==> config.mk <==
export PLATFORM = sky130hd
export DESIGN_NAME = uart_ascii_rx_flat
export DESIGN_NICKNAME = d
export VERILOG_FILES = /design/src/rtl/uart_ascii_rx_if.sv /design/src/rtl/uart_ascii_rx.sv /design/src/flat_wrapper.sv
export SDC_FILE = /design/constraint.sdc
export NUM_CORES = 1
export LEC_CHECK = 0
export ABC_AREA = 0
export BUFFER_PORTS_ARGS = -buffer_cell sky130_fd_sc_hd__buf_2
export CORE_ASPECT_RATIO = 0.6
export CORE_UTILIZATION = 50
export DETAILED_ROUTE_END_ITERATION = 10
export PLACE_DENSITY = 0.69
export SYNTH_ARGS = -nofsm -noshare
export SYNTH_HDL_FRONTEND = slang
export SYNTH_SLANG_ARGS = --single-unit
==> constraint.sdc <==
create_clock -name clk -period 3.7 [get_ports clk]
set_input_delay 0.555 -clock clk [delete_from_list [all_inputs] [get_ports clk]]
set_output_delay 0.555 -clock clk [all_outputs]
set_load 0.02 [all_outputs]
==> src/rtl/uart_ascii_rx_if.sv <==
// uart_ascii_rx_if: serial input and received-byte/display outputs of the UART ASCII receiver
interface uart_ascii_rx_if;
  logic       rx;
  logic [7:0] rx_data;
  logic       rx_valid;
  logic       frame_error;
  logic       busy;
  logic [7:0] ascii_char_1;
  logic [7:0] ascii_char_2;
  modport master (output rx, input rx_data, rx_valid, frame_error, busy, ascii_char_1, ascii_char_2);
  modport slave  (input rx, output rx_data, rx_valid, frame_error, busy, ascii_char_1, ascii_char_2);
endinterface

==> src/rtl/uart_ascii_rx.sv <==
// uart_ascii_rx: 8N1 UART receiver driving a two-digit ASCII display pair
module uart_ascii_rx #(
  parameter int CLK_FREQ = 100_000_000,
  parameter int BAUD     = 9600
) (
  input logic             clk,
  input logic             clear,
  uart_ascii_rx_if.slave  bus
);
  localparam int CPB  = CLK_FREQ / BAUD;
  localparam int HALF = CPB / 2;
  localparam int CW   = $clog2(CPB);

  typedef enum logic [2:0] {IDLE, START, DATA, STOP, WAIT_IDLE} state_t;

  state_t        r_state, w_state;
  logic [1:0]    r_sync;
  logic [CW-1:0] r_cnt, w_cnt;
  logic [2:0]    r_bit, w_bit;
  logic [7:0]    r_sh, w_sh, r_data, w_data, r_c1, w_c1, r_c2, w_c2;
  logic          r_valid, w_valid, r_ferr, w_ferr;
  logic          w_rx_s, w_digit, w_clr, w_bs;

  assign w_rx_s  = r_sync[1];
  assign w_digit = (r_sh >= 8'h30) && (r_sh <= 8'h39);
  assign w_clr   = (r_sh == 8'h63) || (r_sh == 8'h43);
  assign w_bs    = r_sh == 8'h08;

  // state and datapath registers, with the pin synchronizer idling high
  always_ff @(posedge clk) begin
    if (clear) begin
      r_state <= IDLE;
      r_sync  <= 2'b11;
      r_cnt   <= '0;
      r_bit   <= '0;
      r_sh    <= '0;
      r_data  <= '0;
      r_valid <= 1'b0;
      r_ferr  <= 1'b0;
      r_c1    <= 8'h30;
      r_c2    <= 8'h30;
    end else begin
      r_state <= w_state;
      r_sync  <= {r_sync[0], bus.rx};
      r_cnt   <= w_cnt;
      r_bit   <= w_bit;
      r_sh    <= w_sh;
      r_data  <= w_data;
      r_valid <= w_valid;
      r_ferr  <= w_ferr;
      r_c1    <= w_c1;
      r_c2    <= w_c2;
    end
  end

  // frame sequencing; a good stop bit commits the byte and updates the display pair
  always_comb begin
    w_state = r_state;
    w_cnt   = r_cnt + CW'(1);
    w_bit   = r_bit;
    w_sh    = r_sh;
    w_data  = r_data;
    w_valid = 1'b0;
    w_ferr  = 1'b0;
    w_c1    = r_c1;
    w_c2    = r_c2;
    case (r_state)
      IDLE: begin
        w_cnt = '0;
        if (!w_rx_s) w_state = START;
      end
      START: if (r_cnt == CW'(HALF - 1)) begin
        w_cnt   = '0;
        w_bit   = '0;
        w_state = w_rx_s ? IDLE : DATA;
      end
      DATA: if (r_cnt == CW'(CPB - 1)) begin
        w_cnt        = '0;
        w_sh[r_bit]  = w_rx_s;
        w_bit        = r_bit + 3'd1;
        if (r_bit == 3'd7) w_state = STOP;
      end
      STOP: if (r_cnt == CW'(CPB - 1)) begin
        w_cnt = '0;
        if (w_rx_s) begin
          w_state = IDLE;
          w_data  = r_sh;
          w_valid = 1'b1;
          w_c1    = w_digit ? r_c2 : (w_clr || w_bs) ? 8'h30 : r_c1;
          w_c2    = w_digit ? r_sh : w_clr ? 8'h30 : w_bs ? r_c1 : r_c2;
        end else begin
          w_state = WAIT_IDLE;
          w_ferr  = 1'b1;
        end
      end
      WAIT_IDLE: if (w_rx_s) w_state = IDLE;
      default: w_state = IDLE;
    endcase
  end

  assign bus.rx_data      = r_data;
  assign bus.rx_valid     = r_valid;
  assign bus.frame_error  = r_ferr;
  assign bus.busy         = r_state != IDLE;
  assign bus.ascii_char_1 = r_c1;
  assign bus.ascii_char_2 = r_c2;
endmodule

==> src/flat_wrapper.sv <==
// flat-port wrapper written by rule: the top's interface ports become plain ports
module uart_ascii_rx_flat 
#(
  parameter int CLK_FREQ = 100_000_000,
  parameter int BAUD     = 9600
)
  (clk, clear, bus_rx, bus_rx_data, bus_rx_valid, bus_frame_error, bus_busy, bus_ascii_char_1, bus_ascii_char_2);
  uart_ascii_rx_if bus_i ();
  input logic clk;
  input logic clear;
  input wire logic [$bits(bus_i.rx)-1:0] bus_rx;
  output wire logic [$bits(bus_i.rx_data)-1:0] bus_rx_data;
  output wire logic [$bits(bus_i.rx_valid)-1:0] bus_rx_valid;
  output wire logic [$bits(bus_i.frame_error)-1:0] bus_frame_error;
  output wire logic [$bits(bus_i.busy)-1:0] bus_busy;
  output wire logic [$bits(bus_i.ascii_char_1)-1:0] bus_ascii_char_1;
  output wire logic [$bits(bus_i.ascii_char_2)-1:0] bus_ascii_char_2;
  assign bus_i.rx = bus_rx;
  assign bus_rx_data = bus_i.rx_data;
  assign bus_rx_valid = bus_i.rx_valid;
  assign bus_frame_error = bus_i.frame_error;
  assign bus_busy = bus_i.busy;
  assign bus_ascii_char_1 = bus_i.ascii_char_1;
  assign bus_ascii_char_2 = bus_i.ascii_char_2;
  uart_ascii_rx #(.CLK_FREQ(CLK_FREQ), .BAUD(BAUD)) u_core (.clk(clk), .clear(clear), .bus(bus_i));
endmodule
==> impl_metrics.yaml, run 1 <==
synth:
  async_flop_share_pct: 0
  muxShareOfSynthArea_pct: 9.26
  ys_top_cells_by_area: "dfxtp_1 44%, mux2i_1 7.9%, nor2_1 5.9%, nor3_1 4.0%, nand2_1 3.7%"
  ys_types: 47
  syn_inst: 287
  synthAdderAreaFrac_pct: 1.49
  synth_top_family_by_area: "simple AND/OR/NAND/NOR gates"
  ys_seq_elements: 56
  yosysTopAreaCellShare_pct: 44.4
  synth-edff-count: 0
  ys.flop_type: "dfxtp_1"
  syn_area_sq_um: 2530
  synth_area_leader_cell: "dfxtp_1"
  yosys_warnings: 0
  ys_seq_area_share_pct: 44.4
  yosys.area_share.simple_pct: 29.2
  synth_xor_area_share_pct: 4.16
  synth_compound_area_share_pct: 7.72
  syn-num-nets: 293
  syn-mean-instance-area_sq_um: 8.81
timing:
  worst_hold_slack_ns: 0.434
  fmax_ghz: 0.380
  drv_slew: 0
  fin_skew_ns: 0.0112
  max_slew_margin_pct: 46.0
  worstMarginPinSlew_ns: 0.811
  rsz0062_at_grt: "false"
  finalHoldViolations: 0
  finalCritPeriodShare_pct: 71.2
  setup-violations-final: 0
  setup_tns_ns: 0
  finalCriticalPeriod_ns: 2.63
  layout_setup_ws_ns: 1.07
grt:
  grt_max_degree: 43
  antenna_found_initial: 0
  first_global_vias: 1648
  grt_usage_pct: 20.9
  gr-total-overflow: 0
  grt_pass1_wl_mm: 8.53
final_layout:
  layout_common_cells: "56 x dfxtp_1, 40 x nor2_1, 29 x buf_2"
  syn2layout_area_growth_pct: 10.3
  drive_gt1_share_pct: 12.6
  layout.nets: 314
  fin_area_sq_um: 2790
  final_util_pct: 59.2
  n_antenna_cell: 0
  final_common_cell: "dfxtp_1"
place:
  place_worst_setup_slack_ns: 1.20
  dpl_cell_area_sq_um: 2680
  dp.final_hpwl_mm: 3.71
  place.gp.congestion: 0.823
  place.port_buffers: 29
hold_path:
  hold_path.class: "in2reg"
  hold_depth: 2
cts:
  cts_buffer_depth: 2
  clk_pin_slew_worst_paths_ns: 0.10
  cts_hold_buf: 0
  cts_setup_buffers: 0
  h-tree-depth: 2
  numCtsBuffers: 5
  clock_latency_ns: 0.31
  cts_tree: "yes"
  root_buffer: "clkbuf_8"
  cts-resized-gates: 0
  clock_sinks: 56
route:
  wl_per_cell_um: 13.9
  postRouteAntennaNets: 0
  firstDrtPassIters: 4
  wirelength_mm: 5.17
  drc: 0
  drtIter0Drc: 200
  vias: 1977
  post_drt_via_cell_ratio: 5.31
outcome:
  status: "finished, final reports clean"
worst_setup_path:
  slowest_delay_ns: 0.81
  reg2reg_depth: 6
  crit_required_ns: 3.94
  path_cells: "ha_1 > and4_1 > nand4_1 > nor3_1 > nand2_1 > a21oi_1"
  cp-end-kind: "flop"
  worst-path-max-fanout: 19
  critPathLaunchType: "flop"
  critical_path_class: "reg2reg"
  crit_slowest_cell: "nor3_1"
  worstPathArrival_ns: 2.87
run:
  max_cap_violations: 0
die:
  placementRows: 19
  die_area_sq_um: 5350
  die-height_um: 57.1
  core_sq_um: 4710
  boundaryPins: 30
  chipWidth_um: 93.8
  start_util_pct: 53.7
power:
  p_leak_nw: 1.14
  vdd_ir_drop_max_v: 0.000239
  powerDensity_nw_per_um2: 377
metrics by stage:
step                      total power [W]  instances
final                             0.00105        372
after global routing              0.00109        372
after CTS                         0.00106        372
after detailed placement         0.000657        364
after global placement           0.000658        364
after floorplan                  0.000649        287
state kept, by name (all words and copies together), names as in the netlist:
register / flops
u_core.r_cnt: 14
u_core.r_sh: 8
u_core.bus.rx_data: 8
u_core.r_sync: 2
u_core.r_bit: 3
u_core.bus.ascii_char_2: 8
u_core.r_state: 3
u_core.bus.rx_valid: 1
u_core.bus.ascii_char_1: 8
u_core.bus.frame_error: 1
area by class of cell:
type                       instances  area (sq um)
inverter                           6          22.5
clock buffer                       6          72.6
sequential                        56          1120
clock inverter                     2          38.8
tap                               63          78.8
timing repair buffer              29           145
multi-input combinational        210          1310
fill                             423          1920
where the power goes:
| group | leakage (nW) | total, W | internal (W) | switching, W |
|---|---|---|---|---|
| sequential | 0.452 | 0.000611 | 0.000606 | 0.00000473 |
| combinational | 0.636 | 0.0000327 | 0.00000955 | 0.0000232 |
| clock | 0.0558 | 0.000408 | 0.000205 | 0.000203 |
path summary, 6_finish.rpt:
kind / from / endpoint / slack, ns
setup / recovery: u_core.r_cnt[0]$_SDFF_PP0_ / u_core.bus.ascii_char_1[0]$_SDFFE_PP0P_ / 1.07
hold / removal: bus_rx / u_core.r_sync[0]$_SDFF_PP1_ / 0.43
setup reg to reg: u_core.r_cnt[0]$_SDFF_PP0_ / u_core.bus.ascii_char_1[0]$_SDFFE_PP0P_ / 1.07
hold reg to reg: u_core.r_sync[0]$_SDFF_PP1_ / u_core.r_sync[1]$_SDFF_PP1_ / 0.44
layer usage:
| layer | vias up | part of all wire [%] | GRT usage [%] |
|---|---|---|---|
| li1 | 1040 | - | - |
| met1 | 883 | 60 | 36.1 |
| met2 | 52 | 34 | 24.2 |
| met3 | 2 | 5.4 | 4.93 |
| met4 | 0 | 0.33 | 5.27 |
| met5 | - | 0 | 0 |
critical path: cells and delay by family, from the launching register on:
family,cells,cell delay (ns)
AND/OR/NAND/NOR,4,1.78
flip-flops,1,0.38
adder cells (fa/ha/maj),1,0.24
AO/OA/AOI/OAI,1,0.16
cells by family (layout without fill, tap and decap cells):
kind of cell,count (synthesis),after routing
simple gates,140,140
flops,56,56
compound gates,32,32
mux,23,23
buf+inv,21,43
xor+xnor,12,12
fa+ha+maj,3,3
synthesized netlist by cell type, types with 3 or more instances:
| library cell | number |
|---|---|
| nand3_1 | 7 |
| mux2i_1 | 20 |
| xnor2_1 | 5 |
| xor2_1 | 7 |
| and4_1 | 5 |
| nand2_1 | 25 |
| nor2b_1 | 8 |
| nor4bb_1 | 3 |
| dfxtp_1 | 56 |
| nor2_1 | 40 |
| and3_1 | 6 |
| a21oi_1 | 13 |
| ha_1 | 3 |
| nand4_1 | 4 |
| o21bai_1 | 4 |
| o21ai_0 | 5 |
| nor3_1 | 20 |
| clkbuf_1 | 12 |
| or2_1 | 3 |
| inv_1 | 6 |
Power figures use the tool's default switching activity.
==> inputs of run 2 (changes only) <==
Settings changed: ABC_AREA 0 to 1.
Clock period 3.7 ns to 2.6 ns, I/O delays scaled along.
==> run 2 against run 1 <==
  * Design area up 12%
  * Combinational power rose to 20 times the previous value
  * Critical path type unchanged
  * Setup slack worse by 0.44 ns
  * Maximum frequency up 33%
  * Largest power group unchanged
  * Routed wire length up 24%
  * Core utilization up 0.20 points
  * Non-clock buffer count up 1
==> impl_metrics.yaml, run 2 <==
power:
  p_leak_nw: 1.46
  total_power_w: 0.00226
  powerDensity_nw_per_um2: 723
  vdd_ir_drop_max_v: 0.000606
worst_setup_path:
  worst-path-max-fanout: 23
  path_cells: "ha_1 > nand3_2 > nor2_2 > nand2_2 > nor2_8 > nand2_4 > inv_2 > nand2_1 > nand2_1 > nor2_1"
  reg2reg_from: "u_core.r_cnt[0]$_SDFF_PP0_"
  reg2reg_depth: 10
  r2r_slack_ns: 0.62
  critPathLaunch: "u_core.r_cnt[0]$_SDFF_PP0_"
  critical_path_class: "reg2reg"
  rr_endpoint: "u_core.bus.ascii_char_2[0]$_SDFFE_PP0P_"
  slowest_delay_ns: 0.40
  cp_common_cell: "nand2_1"
  crit_slowest_cell: "dfxtp_1"
  critPathLaunchType: "flop"
  crit_required_ns: 2.81
  worstPathArrival_ns: 2.19
  cp-end-kind: "flop"
cts:
  cts_tree: "yes"
  clock_latency_ns: 0.31
  cts_setup_buffers: 0
  numCtsBuffers: 5
  cts_hold_buf: 0
  clock_sinks: 56
  cts_buffer_depth: 2
  h-tree-depth: 2
  root_buffer: "clkbuf_8"
  clk_pin_slew_worst_paths_ns: 0.10
  cts-resized-gates: 0
place:
  placed_cells: 483
  dp.final_hpwl_mm: 4.66
  place.port_buffers: 29
  place.gp.congestion: 0.859
  dpl_cell_area_sq_um: 2990
synth:
  ys_top_cells_by_area: "dfxtp_1 40%, nand2_1 11%, nor2_1 7.0%, inv_1 6.1%, a21oi_1 4.1%"
  yosysMostFrequentCell: "nand2_1"
  synth_top_family_by_area: "simple AND/OR/NAND/NOR gates"
  yosys_warnings: 0
  synth_common_cells: "86 x nand2_1, 56 x dfxtp_1, 53 x nor2_1"
  synth-edff-count: 0
  synthAdderAreaFrac_pct: 1.33
  ys.flop_type: "dfxtp_1"
  syn_area_sq_um: 2820
  ys_seq_area_share_pct: 39.7
  async_flop_share_pct: 0
  yosys.area_share.simple_pct: 38.8
  synth_compound_area_share_pct: 8.02
  synth_area_leader_cell: "dfxtp_1"
  synth_xor_area_share_pct: 2.79
  syn_inst: 397
  yosysTopAreaCellShare_pct: 39.7
  muxShareOfSynthArea_pct: 0
  ys_types: 32
  syn-num-nets: 403
  ys_seq_elements: 56
  syn-mean-instance-area_sq_um: 7.11
hold_path:
  min_from: "bus_rx"
  hold_depth: 2
  hold_path.class: "in2reg"
  hold_end: "u_core.r_sync[0]$_SDFF_PP1_"
route:
  post_drt_via_cell_ratio: 5.14
  wl_per_cell_um: 13.0
  firstDrtPassIters: 4
  drc: 0
  wirelength_mm: 6.39
  vias: 2519
  drtIter0Drc: 154
  postRouteAntennaNets: 0
grt:
  grt_usage_pct: 23.5
  grt_max_degree: 30
  gr-total-overflow: 0
  first_global_vias: 2188
  antenna_found_initial: 0
  grt_pass1_wl_mm: 10.7
final_layout:
  n_fill_cell: 498
  top_register: "u_core.r_cnt"
  largest_reg_flops: 14
  n_antenna_cell: 0
  final_util_pct: 59.4
  drive_gt1_share_pct: 18.4
  finalNonFillerCells: 490
  syn2layout_area_growth_pct: 10.6
  layout_common_cells: "86 x nand2_1, 56 x dfxtp_1, 53 x nor2_1"
  final_common_cell: "nand2_1"
  layout.nets: 430
  fin_area_sq_um: 3120
die:
  die-height_um: 60.2
  boundaryPins: 30
  placementRows: 20
  chipWidth_um: 99
  start_util_pct: 53.7
  core_sq_um: 5260
  die_area_sq_um: 5960
timing:
  worstMarginPinSlew_ns: 0.884
  finalHoldViolations: 0
  rsz0062_at_grt: "false"
  drv_slew: 0
  max_slew_margin_pct: 41.0
  setup-violations-final: 0
  setup_tns_ns: 0
  fin_skew_ns: 0.00617
  finalCritPeriodShare_pct: 76.0
  fmax_ghz: 0.506
  finalCriticalPeriod_ns: 1.98
outcome:
  status: "finished, final reports clean"
run:
  max_cap_violations: 0
[run 2: cell count changes after synthesis, moves of 6 or more]
cell	delta
inv_1	+40
a21oi_1	+10
and3_1	-6
o21ai_0	+12
nor2_1	+13
mux2i_1	-20
nor2b_1	-8
nand2_1	+61
nand2_2	+14
inv_2	+6
clkbuf_1	-7
nand3_1	+12
[run 2: cells by family after synthesis]
| family | after synthesis |
|---|---|
| AND/OR/NAND/NOR | 222 |
| flip-flops | 56 |
| AO/OA/AOI/OAI | 44 |
| buffers and inverters | 63 |
| XOR/XNOR | 9 |
| adder cells (fa/ha/maj) | 3 |
[run 2: worst max-delay path by stage]
stage | depth (start not counted) | slack (ns) | endpoint
detailed placement | 10 | 0.66 | u_core.bus.ascii_char_2[0]$_SDFFE_PP0P_
floorplan | 9 | 1.03 | u_core.bus.ascii_char_2[5]$_SDFFE_PP1P_
global route | 10 | 0.45 | u_core.bus.ascii_char_2[0]$_SDFFE_PP0P_
finish | 10 | 0.62 | u_core.bus.ascii_char_2[0]$_SDFFE_PP0P_
global placement | 10 | 0.76 | u_core.bus.ascii_char_2[0]$_SDFFE_PP0P_
CTS | 10 | 0.65 | u_core.bus.ascii_char_2[0]$_SDFFE_PP0P_
[run 2: where the power goes]
group	switching [W]	total [W]	internal (W)	leakage, nW
registers	0.0000462	0.000944	0.000897	0.452
logic	0.000450	0.000652	0.000202	0.946
clock network	0.000282	0.000661	0.000379	0.0642
total	0.000778	0.00226	0.00148	1.46
[run 2: through the flow]
step / setup slack (ns) / hold slack, ns
floorplan: 1.03 / 0.389
global placement: 0.756 / 0.393
detailed placement: 0.660 / 0.393
CTS: 0.648 / 0.254
global route: 0.452 / 0.249
finish: 0.624 / 0.261
[run 2: area by class of cell]
class,instances,area [sq um],area share [%]
clock buffer,5,68.8,2.20
tap,66,82.6,2.64
inverter,53,200,6.41
clock inverter,2,60.1,1.92
timing repair buffer,30,153,4.89
sequential,56,1120,35.9
multi-input combinational,278,1440,46.0
[run 2: worst max-delay path, delay by kind of cell, from the launching register on]
family | cells | cell delay, ns
buffers and inverters | 1 | 0.14
DFF | 1 | 0.40
and+or+nand+nor | 8 | 1.08
adders and majority gates | 1 | 0.26
[run 2: per-layer routing]
metal	GRT usage, %	wire length [um]	vias up
li1	-	-	1305
met1	38.0	3550	1130
met2	30.4	2330	79
met3	4.80	457	5
met4	5.76	48	0
met5	0	0	-
==> inputs of run 3 (changes only) <==
Settings changed: ABC_AREA 1 to 0.
Clock period 2.6 ns to 1.9 ns, I/O delays scaled along.
==> run 3 against run 2 <==
  * The run now ends with setup timing left
  * Routed wire length down 6.4%
  * Design area grew 3.6%
  * Sequential power increased by 26%
  * Combinational power fell by 86%
  * Largest cell class unchanged
  * Highest routed layer unchanged
==> impl_metrics.yaml, run 3 (synthesis results as in run 1) <==
outcome:
  status: "finished, violations left"
  violations: "setup timing"
final_layout:
  largest_reg_flops: 14
  fin_area_sq_um: 3240
  drive_gt1_share_pct: 28.4
  finalNonFillerCells: 412
  layout.nets: 354
  layout_common_cells: "52 x dfxtp_1, 40 x nor2_1, 35 x buf_4"
  syn2layout_area_growth_pct: 28.1
  n_antenna_cell: 0
  top_register: "u_core.r_cnt"
  final_common_cell: "dfxtp_1"
hold_path:
  hold_path.class: "in2reg"
  hold_depth: 2
route:
  drtIter0Drc: 164
  postRouteAntennaNets: 0
  wl_per_cell_um: 14.5
  drc: 0
  firstDrtPassIters: 4
  wirelength_mm: 5.98
  vias: 2232
  post_drt_via_cell_ratio: 5.42
grt:
  gr-total-overflow: 0
  grt_pass1_wl_mm: 9.52
  grt_max_degree: 25
  grt_usage_pct: 22.8
  first_global_vias: 1921
  antenna_found_initial: 0
power:
  powerDensity_nw_per_um2: 611
  vdd_ir_drop_max_v: 0.000424
  p_leak_nw: 1.38
cts:
  cts_tree: "yes"
  root_buffer: "clkbuf_8"
  clk_pin_slew_worst_paths_ns: 0.11
  cts_buffer_depth: 2
  numCtsBuffers: 5
  cts_hold_buf: 0
  clock_sinks: 56
  h-tree-depth: 2
  clock_latency_ns: 0.32
timing:
  rsz0062_at_grt: "true"
  worstMarginPinSlew_ns: 0.510
  finalCritPeriodShare_pct: 106
  setup_tns_ns: -1.15
  layout_setup_ws_ns: -0.118
  max_slew_margin_pct: 66.0
  fin_skew_ns: 0.0124
  setup-violations-final: 16
  drv_slew: 0
  finalHoldViolations: 0
  finalCriticalPeriod_ns: 2.02
  fmax_ghz: 0.496
place:
  dp.final_hpwl_mm: 4.29
  placed_cells: 399
  place.gp.congestion: 0.804
  dpl_cell_area_sq_um: 2980
  place.port_buffers: 29
die:
  placementRows: 19
  core_sq_um: 4710
  chipWidth_um: 93.8
  die-height_um: 57.1
  boundaryPins: 30
  start_util_pct: 53.7
  die_area_sq_um: 5350
worst_setup_path:
  worstPathArrival_ns: 2.21
  crit_required_ns: 2.09
  crit_slowest_cell: "or4_4"
  path_cells: "or3b_1 > or4_4 > a311o_1 > buf_12 > mux2i_1 > nor2_1"
  reg2reg_depth: 6
  cp-end-kind: "flop"
  slowest_delay_ns: 0.48
  critPathLaunchType: "flop"
  worst-path-max-fanout: 19
  critical_path_class: "reg2reg"
run:
  max_cap_violations: 0
run 3: cell count changes in the layout (fill, tap and decap cells not counted), sizes merged, moves of 13 or more:
cell,before,now
buf,30,69
inv,52,7
nor2,61,40
mux2i,0,20
nand2,105,25
nand3,20,7
run 3: path summary, 6_finish.rpt:
kind                               startpoint                                       to  slack (ns)
hold / removal                         bus_rx              u_core.r_sync[0]$_SDFF_PP1_        0.14
setup / recovery  u_core.r_sh[0]$_SDFFE_PP0P_  u_core.bus.ascii_char_2[2]$_SDFFE_PP0P_       -0.12
setup reg to reg  u_core.r_sh[0]$_SDFFE_PP0P_  u_core.bus.ascii_char_2[2]$_SDFFE_PP0P_       -0.12
hold reg to reg   u_core.r_sync[0]$_SDFF_PP1_              u_core.r_sync[1]$_SDFF_PP1_        0.45
run 3: worst max-delay path: cells and delay by family, from the launching register on:
| kind | cells | cell delay (ns) |
|---|---|---|
| AOI/OAI and AO/OA | 1 | 0.32 |
| buffers and inverters | 1 | 0.17 |
| DFF | 1 | 0.33 |
| muxes | 1 | 0.16 |
| and+or+nand+nor | 3 | 0.91 |
run 3: final cells by class:
class / instances / area, sq um
flip-flops and latches: 56 / 1130
clock inverters: 3 / 27.5
multi-input cells: 210 / 1440
well taps: 63 / 78.8
repair buffers: 69 / 475
fillers: 377 / 1470
inverters: 6 / 22.5
clock buffers: 5 / 68.8
run 3: through the flow:
stage / setup slack [ns] / hold slack [ns] / total power (W) / util [%]
final: -0.118 / 0.145 / 0.00198 / 68.8
after global routing: -0.216 / 0.127 / 0.00206 / 68.8
after CTS: -0.0871 / 0.146 / 0.00198 / 65.6
after detailed placement: -0.0643 / 0.393 / 0.00129 / 63.2
after global placement: -0.00545 / 0.386 / 0.00129 / 63.2
after floorplan: -0.0606 / 0.382 / 0.00126 / -
run 3: where the power goes:
part | leakage, nW | switching [W] | total [W] | internal (W)
Sequential | 0.454 | 0.00000886 | 0.00119 | 0.00118
Clock | 0.0463 | 0.000423 | 0.000695 | 0.000272
Combinational | 0.879 | 0.0000587 | 0.0000938 | 0.0000351
run 3: metal layers:
metal | wire (um) | track usage (%) | up-vias
met4 | 13 | 4.62 | 0
li1 | - | - | 1120
met2 | 2260 | 27.8 | 65
met1 | 3280 | 39.1 | 1045
met3 | 417 | 4.40 | 2
met5 | 0 | 0 | -
run 3: repair_timing:
item	4_1_cts	5_1_grt
pin swaps	1	5
gates cloned	0	1
setup endpoints to repair	20	46
gates resized for setup	2	22
buffers inserted	0	4
